===== src/rtl/core_tile_sched_if.sv =====
`default_nettype none
// ============================================================================
// core_tile_sched_if : DMA burst handshake and pixel-core start/done pair
// Revision: 1.0
// ============================================================================
interface core_tile_sched_if #(
    parameter int ADDR_W = 32
);
    logic              O_DMA_REQ;
    logic              O_DMA_WRITE;
    logic [ADDR_W-1:0] O_DMA_ADDR;
    logic              O_CORE_START;
    logic              I_DMA_ACK;
    logic              I_DMA_DONE;
    logic              I_CORE_DONE;

    modport master (
        output O_DMA_REQ,
        output O_DMA_WRITE,
        output O_DMA_ADDR,
        output O_CORE_START,
        input  I_DMA_ACK,
        input  I_DMA_DONE,
        input  I_CORE_DONE
    );

    modport slave (
        input  O_DMA_REQ,
        input  O_DMA_WRITE,
        input  O_DMA_ADDR,
        input  O_CORE_START,
        output I_DMA_ACK,
        output I_DMA_DONE,
        output I_CORE_DONE
    );
endinterface
`default_nettype wire


===== src/rtl/core_tile_sched.sv =====
`default_nettype none
// ============================================================================
// core_tile_sched : walks the image in 8x8 tiles, reading rows, running the
//                   pixel core and writing rows to the rotated tile position
// Revision: 1.0
// ============================================================================
module core_tile_sched #(
    parameter int ADDR_W = 32,
    parameter int DIM_W  = 16
) (
    input  logic                I_HCLK,
    input  logic                I_HRESET,
    input  logic                I_START,
    input  logic                I_DIRECTION,
    input  logic [1:0]          I_DEGREES,
    input  logic [DIM_W-1:0]    I_WIDTH,
    input  logic [DIM_W-1:0]    I_HEIGHT,
    input  logic [ADDR_W-1:0]   I_SRC_BASE,
    input  logic [ADDR_W-1:0]   I_DST_BASE,
    core_tile_sched_if.master   bus,
    output logic                O_BUSY,
    output logic                O_DONE,
    output logic                O_ERR
);
    localparam int TW = DIM_W - 3;

    localparam logic [3:0] C_IDLE    = 4'd0;
    localparam logic [3:0] C_CALC    = 4'd1;
    localparam logic [3:0] C_RD_REQ  = 4'd2;
    localparam logic [3:0] C_RD_WAIT = 4'd3;
    localparam logic [3:0] C_CORE    = 4'd4;
    localparam logic [3:0] C_WR_REQ  = 4'd5;
    localparam logic [3:0] C_WR_WAIT = 4'd6;
    localparam logic [3:0] C_NEXT    = 4'd7;
    localparam logic [3:0] C_DONE    = 4'd8;

    localparam logic [1:0] C_ROT_0   = 2'd0;
    localparam logic [1:0] C_ROT_180 = 2'd1;
    localparam logic [1:0] C_ROT_R   = 2'd2;
    localparam logic [1:0] C_ROT_L   = 2'd3;

    logic [3:0]        state_q, state_d;
    logic [1:0]        rot_q;
    logic [DIM_W-1:0]  width_q, height_q;
    logic [ADDR_W-1:0] src_base_q, dst_base_q;
    logic [ADDR_W-1:0] src_addr_q, dst_addr_q;
    logic [ADDR_W-1:0] src_pitch_q, dst_pitch_q;
    logic [TW-1:0]     tx_q, ty_q;
    logic [2:0]        row_q;
    logic              err_q;
    logic              core_seen_q;

    logic              w_dims_ok;
    logic [1:0]        w_rot;
    logic [TW-1:0]     w_tx_max, w_ty_max;
    logic [TW-1:0]     w_otx, w_oty;
    logic [DIM_W-1:0]  w_wo;
    logic              w_last_row, w_last_tile;
    logic              w_rd_beat, w_wr_beat;
    logic [ADDR_W-1:0] w_src_pix, w_dst_pix;

    function automatic logic [ADDR_W-1:0] times3(input logic [ADDR_W-1:0] v);
        return (v << 1) + v;
    endfunction

    assign w_dims_ok = (I_WIDTH != '0) && (I_HEIGHT != '0) &&
                       (I_WIDTH[2:0] == 3'd0) && (I_HEIGHT[2:0] == 3'd0);

    // CCW90 and CW270 are the same turn, as are CW90 and CCW270.
    always_comb begin
        w_rot = C_ROT_0;
        case (I_DEGREES)
            2'd1:    w_rot = I_DIRECTION ? C_ROT_L : C_ROT_R;
            2'd2:    w_rot = C_ROT_180;
            2'd3:    w_rot = I_DIRECTION ? C_ROT_R : C_ROT_L;
            default: w_rot = C_ROT_0;
        endcase
    end

    assign w_tx_max    = width_q[DIM_W-1:3]  - TW'(1);
    assign w_ty_max    = height_q[DIM_W-1:3] - TW'(1);
    assign w_last_row  = (row_q == 3'd7);
    assign w_last_tile = (tx_q == w_tx_max) && (ty_q == w_ty_max);

    // A DONE arriving together with the ACK completes the burst immediately.
    assign w_rd_beat = bus.I_DMA_DONE &&
                       ((state_q == C_RD_WAIT) || ((state_q == C_RD_REQ) && bus.I_DMA_ACK));
    assign w_wr_beat = bus.I_DMA_DONE &&
                       ((state_q == C_WR_WAIT) || ((state_q == C_WR_REQ) && bus.I_DMA_ACK));

    always_comb begin
        w_otx = tx_q;
        w_oty = ty_q;
        w_wo  = width_q;
        case (rot_q)
            C_ROT_180: begin
                w_otx = w_tx_max - tx_q;
                w_oty = w_ty_max - ty_q;
            end
            C_ROT_R: begin
                w_otx = w_ty_max - ty_q;
                w_oty = tx_q;
                w_wo  = height_q;
            end
            C_ROT_L: begin
                w_otx = ty_q;
                w_oty = w_tx_max - tx_q;
                w_wo  = height_q;
            end
            default: ;
        endcase
    end

    assign w_src_pix = ADDR_W'({ty_q, 3'b000}) * ADDR_W'(width_q) + ADDR_W'({tx_q, 3'b000});
    assign w_dst_pix = ADDR_W'({w_oty, 3'b000}) * ADDR_W'(w_wo) + ADDR_W'({w_otx, 3'b000});

    always_ff @(posedge I_HCLK) begin
        if (I_HRESET) begin
            state_q <= C_IDLE;
        end else begin
            state_q <= state_d;
        end
    end

    always_comb begin
        state_d = state_q;
        case (state_q)
            C_IDLE:    if (I_START && w_dims_ok) state_d = C_CALC;
            C_CALC:    state_d = C_RD_REQ;
            C_RD_REQ: begin
                if (w_rd_beat)          state_d = w_last_row ? C_CORE : C_RD_REQ;
                else if (bus.I_DMA_ACK) state_d = C_RD_WAIT;
            end
            C_RD_WAIT: if (w_rd_beat) state_d = w_last_row ? C_CORE : C_RD_REQ;
            C_CORE:    if (bus.I_CORE_DONE) state_d = C_WR_REQ;
            C_WR_REQ: begin
                if (w_wr_beat)          state_d = w_last_row ? C_NEXT : C_WR_REQ;
                else if (bus.I_DMA_ACK) state_d = C_WR_WAIT;
            end
            C_WR_WAIT: if (w_wr_beat) state_d = w_last_row ? C_NEXT : C_WR_REQ;
            C_NEXT:    state_d = w_last_tile ? C_DONE : C_CALC;
            C_DONE:    state_d = C_IDLE;
            default:   state_d = C_IDLE;
        endcase
    end

    always_comb begin
        bus.O_DMA_REQ    = (state_q == C_RD_REQ) || (state_q == C_WR_REQ);
        bus.O_DMA_WRITE  = (state_q == C_WR_REQ);
        bus.O_DMA_ADDR   = '0;
        if (state_q == C_RD_REQ) bus.O_DMA_ADDR = src_addr_q;
        if (state_q == C_WR_REQ) bus.O_DMA_ADDR = dst_addr_q;
        bus.O_CORE_START = (state_q == C_CORE) && !core_seen_q;
        O_BUSY           = (state_q != C_IDLE);
        O_DONE           = (state_q == C_DONE);
        O_ERR            = err_q;
    end

    always_ff @(posedge I_HCLK) begin
        if (I_HRESET) begin
            rot_q       <= C_ROT_0;
            width_q     <= '0;
            height_q    <= '0;
            src_base_q  <= '0;
            dst_base_q  <= '0;
            src_addr_q  <= '0;
            dst_addr_q  <= '0;
            src_pitch_q <= '0;
            dst_pitch_q <= '0;
            tx_q        <= '0;
            ty_q        <= '0;
            row_q       <= '0;
            err_q       <= 1'b0;
            core_seen_q <= 1'b0;
        end else begin
            err_q       <= (state_q == C_IDLE) && I_START && !w_dims_ok;
            core_seen_q <= (state_q == C_CORE);
            case (state_q)
                C_IDLE: begin
                    if (I_START) begin
                        rot_q      <= w_rot;
                        width_q    <= I_WIDTH;
                        height_q   <= I_HEIGHT;
                        src_base_q <= I_SRC_BASE;
                        dst_base_q <= I_DST_BASE;
                        tx_q       <= '0;
                        ty_q       <= '0;
                        row_q      <= '0;
                    end
                end
                C_CALC: begin
                    src_addr_q  <= src_base_q + times3(w_src_pix);
                    dst_addr_q  <= dst_base_q + times3(w_dst_pix);
                    src_pitch_q <= times3(ADDR_W'(width_q));
                    dst_pitch_q <= times3(ADDR_W'(w_wo));
                end
                // The 3-bit row counter wraps 7 -> 0 on the last burst of a tile.
                C_RD_REQ, C_RD_WAIT: begin
                    if (w_rd_beat) begin
                        row_q      <= row_q + 3'd1;
                        src_addr_q <= src_addr_q + src_pitch_q;
                    end
                end
                C_WR_REQ, C_WR_WAIT: begin
                    if (w_wr_beat) begin
                        row_q      <= row_q + 3'd1;
                        dst_addr_q <= dst_addr_q + dst_pitch_q;
                    end
                end
                C_NEXT: begin
                    if (tx_q == w_tx_max) begin
                        tx_q <= '0;
                        ty_q <= (ty_q == w_ty_max) ? '0 : ty_q + TW'(1);
                    end else begin
                        tx_q <= tx_q + TW'(1);
                    end
                end
                default: ;
            endcase
        end
    end
endmodule
`default_nettype wire


===== src/flat_wrapper.sv =====
// flat-port wrapper written by rule: the top's interface ports become plain ports
module core_tile_sched_flat 
#(
    parameter int ADDR_W = 32,
    parameter int DIM_W  = 16
)
  (I_HCLK, I_HRESET, I_START, I_DIRECTION, I_DEGREES, I_WIDTH, I_HEIGHT, I_SRC_BASE, I_DST_BASE, O_BUSY, O_DONE, O_ERR, bus_O_DMA_REQ, bus_O_DMA_WRITE, bus_O_DMA_ADDR, bus_O_CORE_START, bus_I_DMA_ACK, bus_I_DMA_DONE, bus_I_CORE_DONE);
  core_tile_sched_if #(.ADDR_W(ADDR_W)) bus_i ();
  input  logic I_HCLK;
  input  logic I_HRESET;
  input  logic I_START;
  input  logic I_DIRECTION;
  input  logic [1:0] I_DEGREES;
  input  logic [DIM_W-1:0] I_WIDTH;
  input  logic [DIM_W-1:0] I_HEIGHT;
  input  logic [ADDR_W-1:0] I_SRC_BASE;
  input  logic [ADDR_W-1:0] I_DST_BASE;
  output logic O_BUSY;
  output logic O_DONE;
  output logic O_ERR;
  output wire logic [$bits(bus_i.O_DMA_REQ)-1:0] bus_O_DMA_REQ;
  output wire logic [$bits(bus_i.O_DMA_WRITE)-1:0] bus_O_DMA_WRITE;
  output wire logic [$bits(bus_i.O_DMA_ADDR)-1:0] bus_O_DMA_ADDR;
  output wire logic [$bits(bus_i.O_CORE_START)-1:0] bus_O_CORE_START;
  input wire logic [$bits(bus_i.I_DMA_ACK)-1:0] bus_I_DMA_ACK;
  input wire logic [$bits(bus_i.I_DMA_DONE)-1:0] bus_I_DMA_DONE;
  input wire logic [$bits(bus_i.I_CORE_DONE)-1:0] bus_I_CORE_DONE;
  assign bus_O_DMA_REQ = bus_i.O_DMA_REQ;
  assign bus_O_DMA_WRITE = bus_i.O_DMA_WRITE;
  assign bus_O_DMA_ADDR = bus_i.O_DMA_ADDR;
  assign bus_O_CORE_START = bus_i.O_CORE_START;
  assign bus_i.I_DMA_ACK = bus_I_DMA_ACK;
  assign bus_i.I_DMA_DONE = bus_I_DMA_DONE;
  assign bus_i.I_CORE_DONE = bus_I_CORE_DONE;
  core_tile_sched #(.ADDR_W(ADDR_W), .DIM_W(DIM_W)) u_core (.I_HCLK(I_HCLK), .I_HRESET(I_HRESET), .I_START(I_START), .I_DIRECTION(I_DIRECTION), .I_DEGREES(I_DEGREES), .I_WIDTH(I_WIDTH), .I_HEIGHT(I_HEIGHT), .I_SRC_BASE(I_SRC_BASE), .I_DST_BASE(I_DST_BASE), .bus(bus_i), .O_BUSY(O_BUSY), .O_DONE(O_DONE), .O_ERR(O_ERR));
endmodule

===== config.mk =====
export PLATFORM = sky130hd
export DESIGN_NAME = core_tile_sched_flat
export DESIGN_NICKNAME = d
export VERILOG_FILES = /design/src/rtl/core_tile_sched_if.sv /design/src/rtl/core_tile_sched.sv /design/src/flat_wrapper.sv
export SDC_FILE = /design/constraint.sdc
export NUM_CORES = 2
export LEC_CHECK = 0
export ABC_AREA = 1
export BUFFER_PORTS_ARGS = -buffer_cell sky130_fd_sc_hd__buf_2
export CORE_ASPECT_RATIO = 0.6
export CORE_UTILIZATION = 40
export CTS_CLUSTER_SIZE = 20
export DETAILED_ROUTE_END_ITERATION = 6
export PLACE_DENSITY = 0.55
export SLEW_MARGIN = 20
export SYNTH_ARGS = -nofsm -noshare
export SYNTH_HDL_FRONTEND = slang
export SYNTH_SLANG_ARGS = --single-unit

===== constraint.sdc =====
create_clock -name I_HCLK -period 10.3 [get_ports I_HCLK]
set_clock_uncertainty 0.05 [all_clocks]
set_input_delay 1.545 -clock I_HCLK [delete_from_list [all_inputs] [get_ports I_HCLK]]
set_output_delay 1.545 -clock I_HCLK [all_outputs]
set_load 0.005 [all_outputs]

## After elaboration in Yosys (flattened, before gate mapping)

Index checks and enable logic that the tools add are counted.
Widths: inputs -> output; s select.

| storage, ports and cells | value |
|---|---|
| bits in registers | 261 |
| bits of input ports | 105 |
| logic and storage cells | 132 |

| operators by class | value |
|---|---|
| add/sub/neg operators | 17 |
| $mul | 2 |
| equal/unequal tests | 27 |
| muxes and demuxes | 34 |
| reduce and logical (&&, ||, !) cells | 37 |

Operators by type and width:

| kind | number |
|---|---|
| $add 32x32->32 | 6 |
| $mux 32 | 4 |
| $pmux 32 s2 | 2 |
| $pmux 13 s3 | 2 |
| $add 32x16->32 | 2 |
| $mul 13x16->29 | 2 |
| $mux 13 | 4 |
| $pmux 13 s2 | 2 |
| $add 17x16->18 | 2 |
| $mux 4 | 9 |
| $pmux 4 s8 | 1 |
| $reduce_bool 16->1 | 2 |
| $add 13x1->13 const B | 2 |
| $eq 13x13->1 | 2 |
| $sub 13x1->13 const B | 2 |
| $sub 13x13->13 | 2 |
| $eq 4x3->1 const B | 4 |
| $mux 16 | 1 |
| $logic_and 1x1->1 | 12 |
| $mux 3 | 4 |
| $ne 2x1->1 const B | 6 |
| $pmux 3 s3 | 1 |
| $eq 2x2->1 const B | 4 |
| $eq 4x2->1 const B | 2 |
| other kinds (23) | 37 |

## Longest topological paths before layout

| logic depth | value |
|---|---|
| word-level depth | 8 |
| depth in mapped cells | 65 |

## Worst setup path before layout

No wires, ideal clock.

| timing | value |
|---|---|
| path kind | register to register |
| from | reg u_core.width_q[3] |
| to | reg u_core.dst_addr_q[31] |
| setup time | 66 ps |
| data arrival time | 9279 ps |
| required time | 10184 ps |
| setup slack | 905 ps |
| stages on the path, launching flop included | 56 |
| buffers on the path | 1 |
| clock period less this slack | 9395 ps |
| cells stage by stage | dfxtp_1 -> inv_1 -> ha_1 -> inv_1 -> fa_1 -> a21oi_1 -> o21bai_1 -> a21oi_1 -> nor2_1 -> nor2_1 -> xor2_1 -> o221ai_1 -> nand2_1 -> inv_1 -> clkbuf_1 -> nand2_1 -> fa_1 -> fa_1 -> [... 20 more ...] -> nor2_1 -> xnor2_1 -> xor2_1 -> ha_1 -> o21bai_1 -> ha_1 -> nand2_1 -> nor2_1 -> nand2_1 -> o2111ai_1 -> nor2_1 -> inv_1 -> nand2_1 -> nand2_1 -> inv_1 -> nand2_2 -> nand3_2 -> a21oi_2 |

| on the way | value |
|---|---|
| longest elaborated chain between the ends | 8 |
| elaborated cells on any way between the ends | 10 |
| classes of those cells | 5 x add/sub; 1 x mul; 4 x mux |

Ends and longest elaborated chain:

| what | line | text |
|---|---|---|
| from (decl) | core_tile_sched.sv:44 | `logic [DIM_W-1:0] width_q, height_q;` |
| from (signal assigned) | core_tile_sched.sv:162 | `width_q <= '0;` |
| from (signal assigned) | core_tile_sched.sv:182 | `width_q <= I_WIDTH;` |
| $sub 13x1->13 | core_tile_sched.sv:80 | `assign w_tx_max = width_q[DIM_W-1:3] - TW'(1);` |
| $sub 13x13->13 | core_tile_sched.sv:97, core_tile_sched.sv:107 |  |
| $pmux 13 s3 | core_tile_sched.sv:95 | `case (rot_q)` |
| $mul 13x16->29 | core_tile_sched.sv:115 | `assign w_dst_pix = ADDR_W'({w_oty, 3'b000}) * ADDR_W'(w_wo) + ADDR_W'({w_otx, 3'b000});` |
| $add 32x16->32 (*) | core_tile_sched.sv:115 |  |
| $add 32x32->32 (*) | core_tile_sched.sv:63 | `return (v << 1) + v;` |
| $add 32x32->32 (*) | core_tile_sched.sv:193 | `dst_addr_q <= dst_base_q + times3(w_dst_pix);` |
| $pmux 32 s2 (*) | core_tile_sched.sv:178 | `case (state_q)` |
| to (signal assigned) | core_tile_sched.sv:193 |  |
| to (signal assigned) | core_tile_sched.sv:207 | `dst_addr_q <= dst_addr_q + dst_pitch_q;` |
| to (decl) | core_tile_sched.sv:46 | `logic [ADDR_W-1:0] src_addr_q, dst_addr_q;` |

Every way passes the cells marked *; elsewhere a longest branch is shown, timed or not.
A chain may end at the register's enable or synchronous reset.

## Worst setup path after layout

| timing | value |
|---|---|
| from | reg u_core.width_q[3] |
| to | reg u_core.dst_addr_q[30] |

Same word-level chain as after synthesis.

==> key figures <==
Status
  – Status: completed

Synthesis
  – Synthesized cell area: 0.03573 mm2
  – Top cells by area, synth: fa_1 (21%), dfxtp_1 (13%), ha_1 (12%)
  – Avg Cell Area, Syn: 6.890 um2
  – Post-synthesis instance total: 5186
  – FF+latch count, synth: 233
  – Post-synth top flop: dfxtp_1
  – Post-synth EDFFs: 0
  – Post-synthesis adder-cell area fraction: 32.87%
  – Post-synth cell types: 59
  – YS warnings: 0
  – Largest family of logic cells by synthesized area: adder cells
  – Simple-gate share of the synthesized area: 23.67%
  – Synth async-reset ratio: 0%
  – Post-Syn Nets: 6010
  – Post-synthesis mux area share: 0%
  – Synth Area in Compound Gates: 14.18%
  – Area leader, netlist: fa_1
  – Xor-xnor portion of the synthesized cell area: 4.682%
  – Sequential element share of the synthesized area: 13.05%
  – Post-synth top area share: 20.50%

Floorplan
  – Core ar.: 0.08807 mm2
  – Initial Util: 40.57%
  – I/O pin cnt: 143
  – Die H: 233.5 um
  – Die span in x: 387.9 um
  – Num rows: 84
  – DIE AREA: 0.09057 mm2

Final layout
  – Layout cells sized above 1: 10.97%
  – Fin cells: 6550
  – Finished Cell Area: 0.04013 mm2
  – Most common cell after layout, fill and taps aside: nand2_1
  – Layout Area Growth over Synthesis: 12.31%
  – Finished Core Util: 45.56%
  – Commonest cells after routing, fill and taps aside: nand2_1 (1154), inv_1 (897), nor2_1 (448)
  – Fillers: 9175
  – Final net count: 6192
  – Multi-input gate area: 0.02762 mm2
  – Storage cell area: 0.004664 mm2

Worst hold path
  – Hold path depth: 2
  – Hold Path End: u_core.height_q[2]$_SDFFE_PP0P_
  – Min-Delay Path Class: flop to flop
  – Min-delay src: u_core.height_q[2]$_SDFFE_PP0P_

Placement
  – Port bufs: 142
  – Placed wire-length estimate: 106500 um
  – Placer Congestion: 0.9663
  – Placed cell area: 0.03838 mm2
  – Placed Cells: 6474

CTS
  – Clock Path Buffers: 3
  – Inserted Clock Buffers: 28
  – CTS tree: built
  – CTS root buffer: clkbuf_16
  – CTS clock-pin slew for the worst setup and hold paths: 70 ps
  – Hold_buf cts: 0
  – TritonCTS Sinks: 233
  – Clk_lat worst skew: 660 ps
  – H-Tree Depth: 1

Detailed routing
  – DR vias/cell: 5.283
  – Wire per inst: 19.83 um
  – Detail Route Antenna Nets: 0
  – # DRC: 0
  – Post-Route WL: 129900 um
  – DR vias: 34600
  – Initial DRC count: 3641
  – Drt pass-1 iters: 5

Worst setup path
  – Crit Path Category: flop to flop
  – Crit path buffers/inverters: 7
  – Crit. End Element: flop
  – Worst r2r dst: u_core.dst_addr_q[30]$_SDFFE_PP0P_
  – Worst setup SP type: flop
  – Worst r2r src: u_core.width_q[3]$_SDFFE_PP0P_
  – WP data arrival: 10300 ps
  – Worst reg2reg setup slack: 500 ps
  – Crit-path most repeated cell: nand2_1
  – Critical Path Fanout Max: 9
  – FF-to-FF path depth: 56
  – Crit path from: u_core.width_q[3]$_SDFFE_PP0P_
  – Critical path's top delay family: adder cells
  – Slowest CP cell: fa_1
  – Worst endpoint required time: 10800 ps
  – Worst stage delay on the critical path: 540 ps

Global route
  – Initial antenna violation count: 5
  – First-pass GRT wire length: 197100 um
  – Vias in the first global route: 31720
  – GRT Total Usage: 28.46%
  – Gr ovfl total: 0
  – Pin count of the biggest net entering global routing: 90

Timing
  – Worst-margin pin slew: 1139 ps
  – Finish-stage setup viols: 0
  – Part of the cycle the worst path needs: 95.18%
  – Final Max Slew Viols: 0
  – Fin. Hold Viols: 0
  – Fmax: 102.0 MHz
  – Slew HR: 24.05%
  – Tmin final: 9804 ps

Run
  – Max cap viols: 0
==> cell usage after synthesis (all sizes together), types with 19 or more instances <==
cell type and instances:
nand2 1195, inv 918, nor3 53, clkbuf 143
buf 19, o21ai 393, a31oi 39, xnor2 46
nand4 54, nor2 491, o21bai 23, ha 353
nand3 190, o211ai 28, dfxtp 233, xor2 145
a21oi 368, fa 366
==> flip-flops by register name, indices dropped and copies added (netlist names), 4 cells and up <==
register	count
u_core.ty_q	13
u_core.tx_q	13
u_core.src_addr_q	32
u_core.dst_addr_q	32
u_core.src_pitch_q	18
u_core.src_base_q	32
u_core.width_q	16
u_core.dst_pitch_q	18
u_core.dst_base_q	32
u_core.state_q	4
u_core.height_q	16
==> worst register-to-register path, delay by kind of cell (launching register included) <==
kind                       cells  cell delay [ps]
adders and majority gates     10             3950
and+or+nand+nor               25             2680
AOI/OAI and AO/OA             10             1310
xor gates and xnor gates       4              820
buffers and inverters          7              590
DFF                            1              360
==> metrics by stage <==
step | setup WS (ps) | setup TNS, ps | hold WS (ps)
after global placement | 38.33 | 0 | 398.4
final | 496.1 | 0 | 407.1
after floorplan | 905.0 | 0 | 379.2
after detailed placement | 109.8 | 0 | 401.0
after CTS | 96.07 | 0 | 409.9
after global routing | -101.0 | -268.7 | 435.3
==> metal layers <==
metal | vias to the layer above | share of wire [%] | GRT usage, %
met2 | 1361 | 34 | 34.60
met4 | 0 | 0.93 | 2.679
met5 | - | 0 | 0
met3 | 67 | 11 | 7.514
met1 | 16420 | 53 | 48.21
li1 | 16750 | - | -
==> worst max path at each step <==
stage / depth (start not counted) / slack [ps] / to
after floorplan: 55 / 910 / u_core.dst_addr_q[31]$_SDFFE_PP0P_
after global placement: 49 / 40 / u_core.dst_addr_q[31]$_SDFFE_PP0P_
after detailed placement: 49 / 110 / u_core.dst_addr_q[23]$_SDFFE_PP0P_
after CTS: 47 / 100 / u_core.dst_addr_q[29]$_SDFFE_PP0P_
after global routing: 56 / -100 / u_core.dst_addr_q[30]$_SDFFE_PP0P_
final: 56 / 500 / u_core.dst_addr_q[30]$_SDFFE_PP0P_
==> cells by family after synthesis <==
family	Yosys count
flip-flops	233
adder cells (fa/ha/maj)	719
AND/OR/NAND/NOR	2029
AO/OA/AOI/OAI	925
buffers and inverters	1089
XOR/XNOR	191
==> cell type report <==
type,instances,share of cell area [%]
tap,1161,3.620
inverter,927,8.702
sequential,233,11.62
clock inverter,11,0.2338
timing repair buffer,314,5.026
multi-input combinational,3864,68.82
clock buffer,39,1.974
antenna,1,0.006236
==> what timing repair did <==
action | 4_1_cts | 5_1_grt
endpoints found under the hold margin | 0 | 0
endpoints found under the setup margin | 0 | 15
gates resized for setup | 0 | 147
setup buffers | 0 | 25
Power is left out: the tool's default activity adds up to more than one toggle a clock period on the data nets, which glitch-free logic cannot reach.
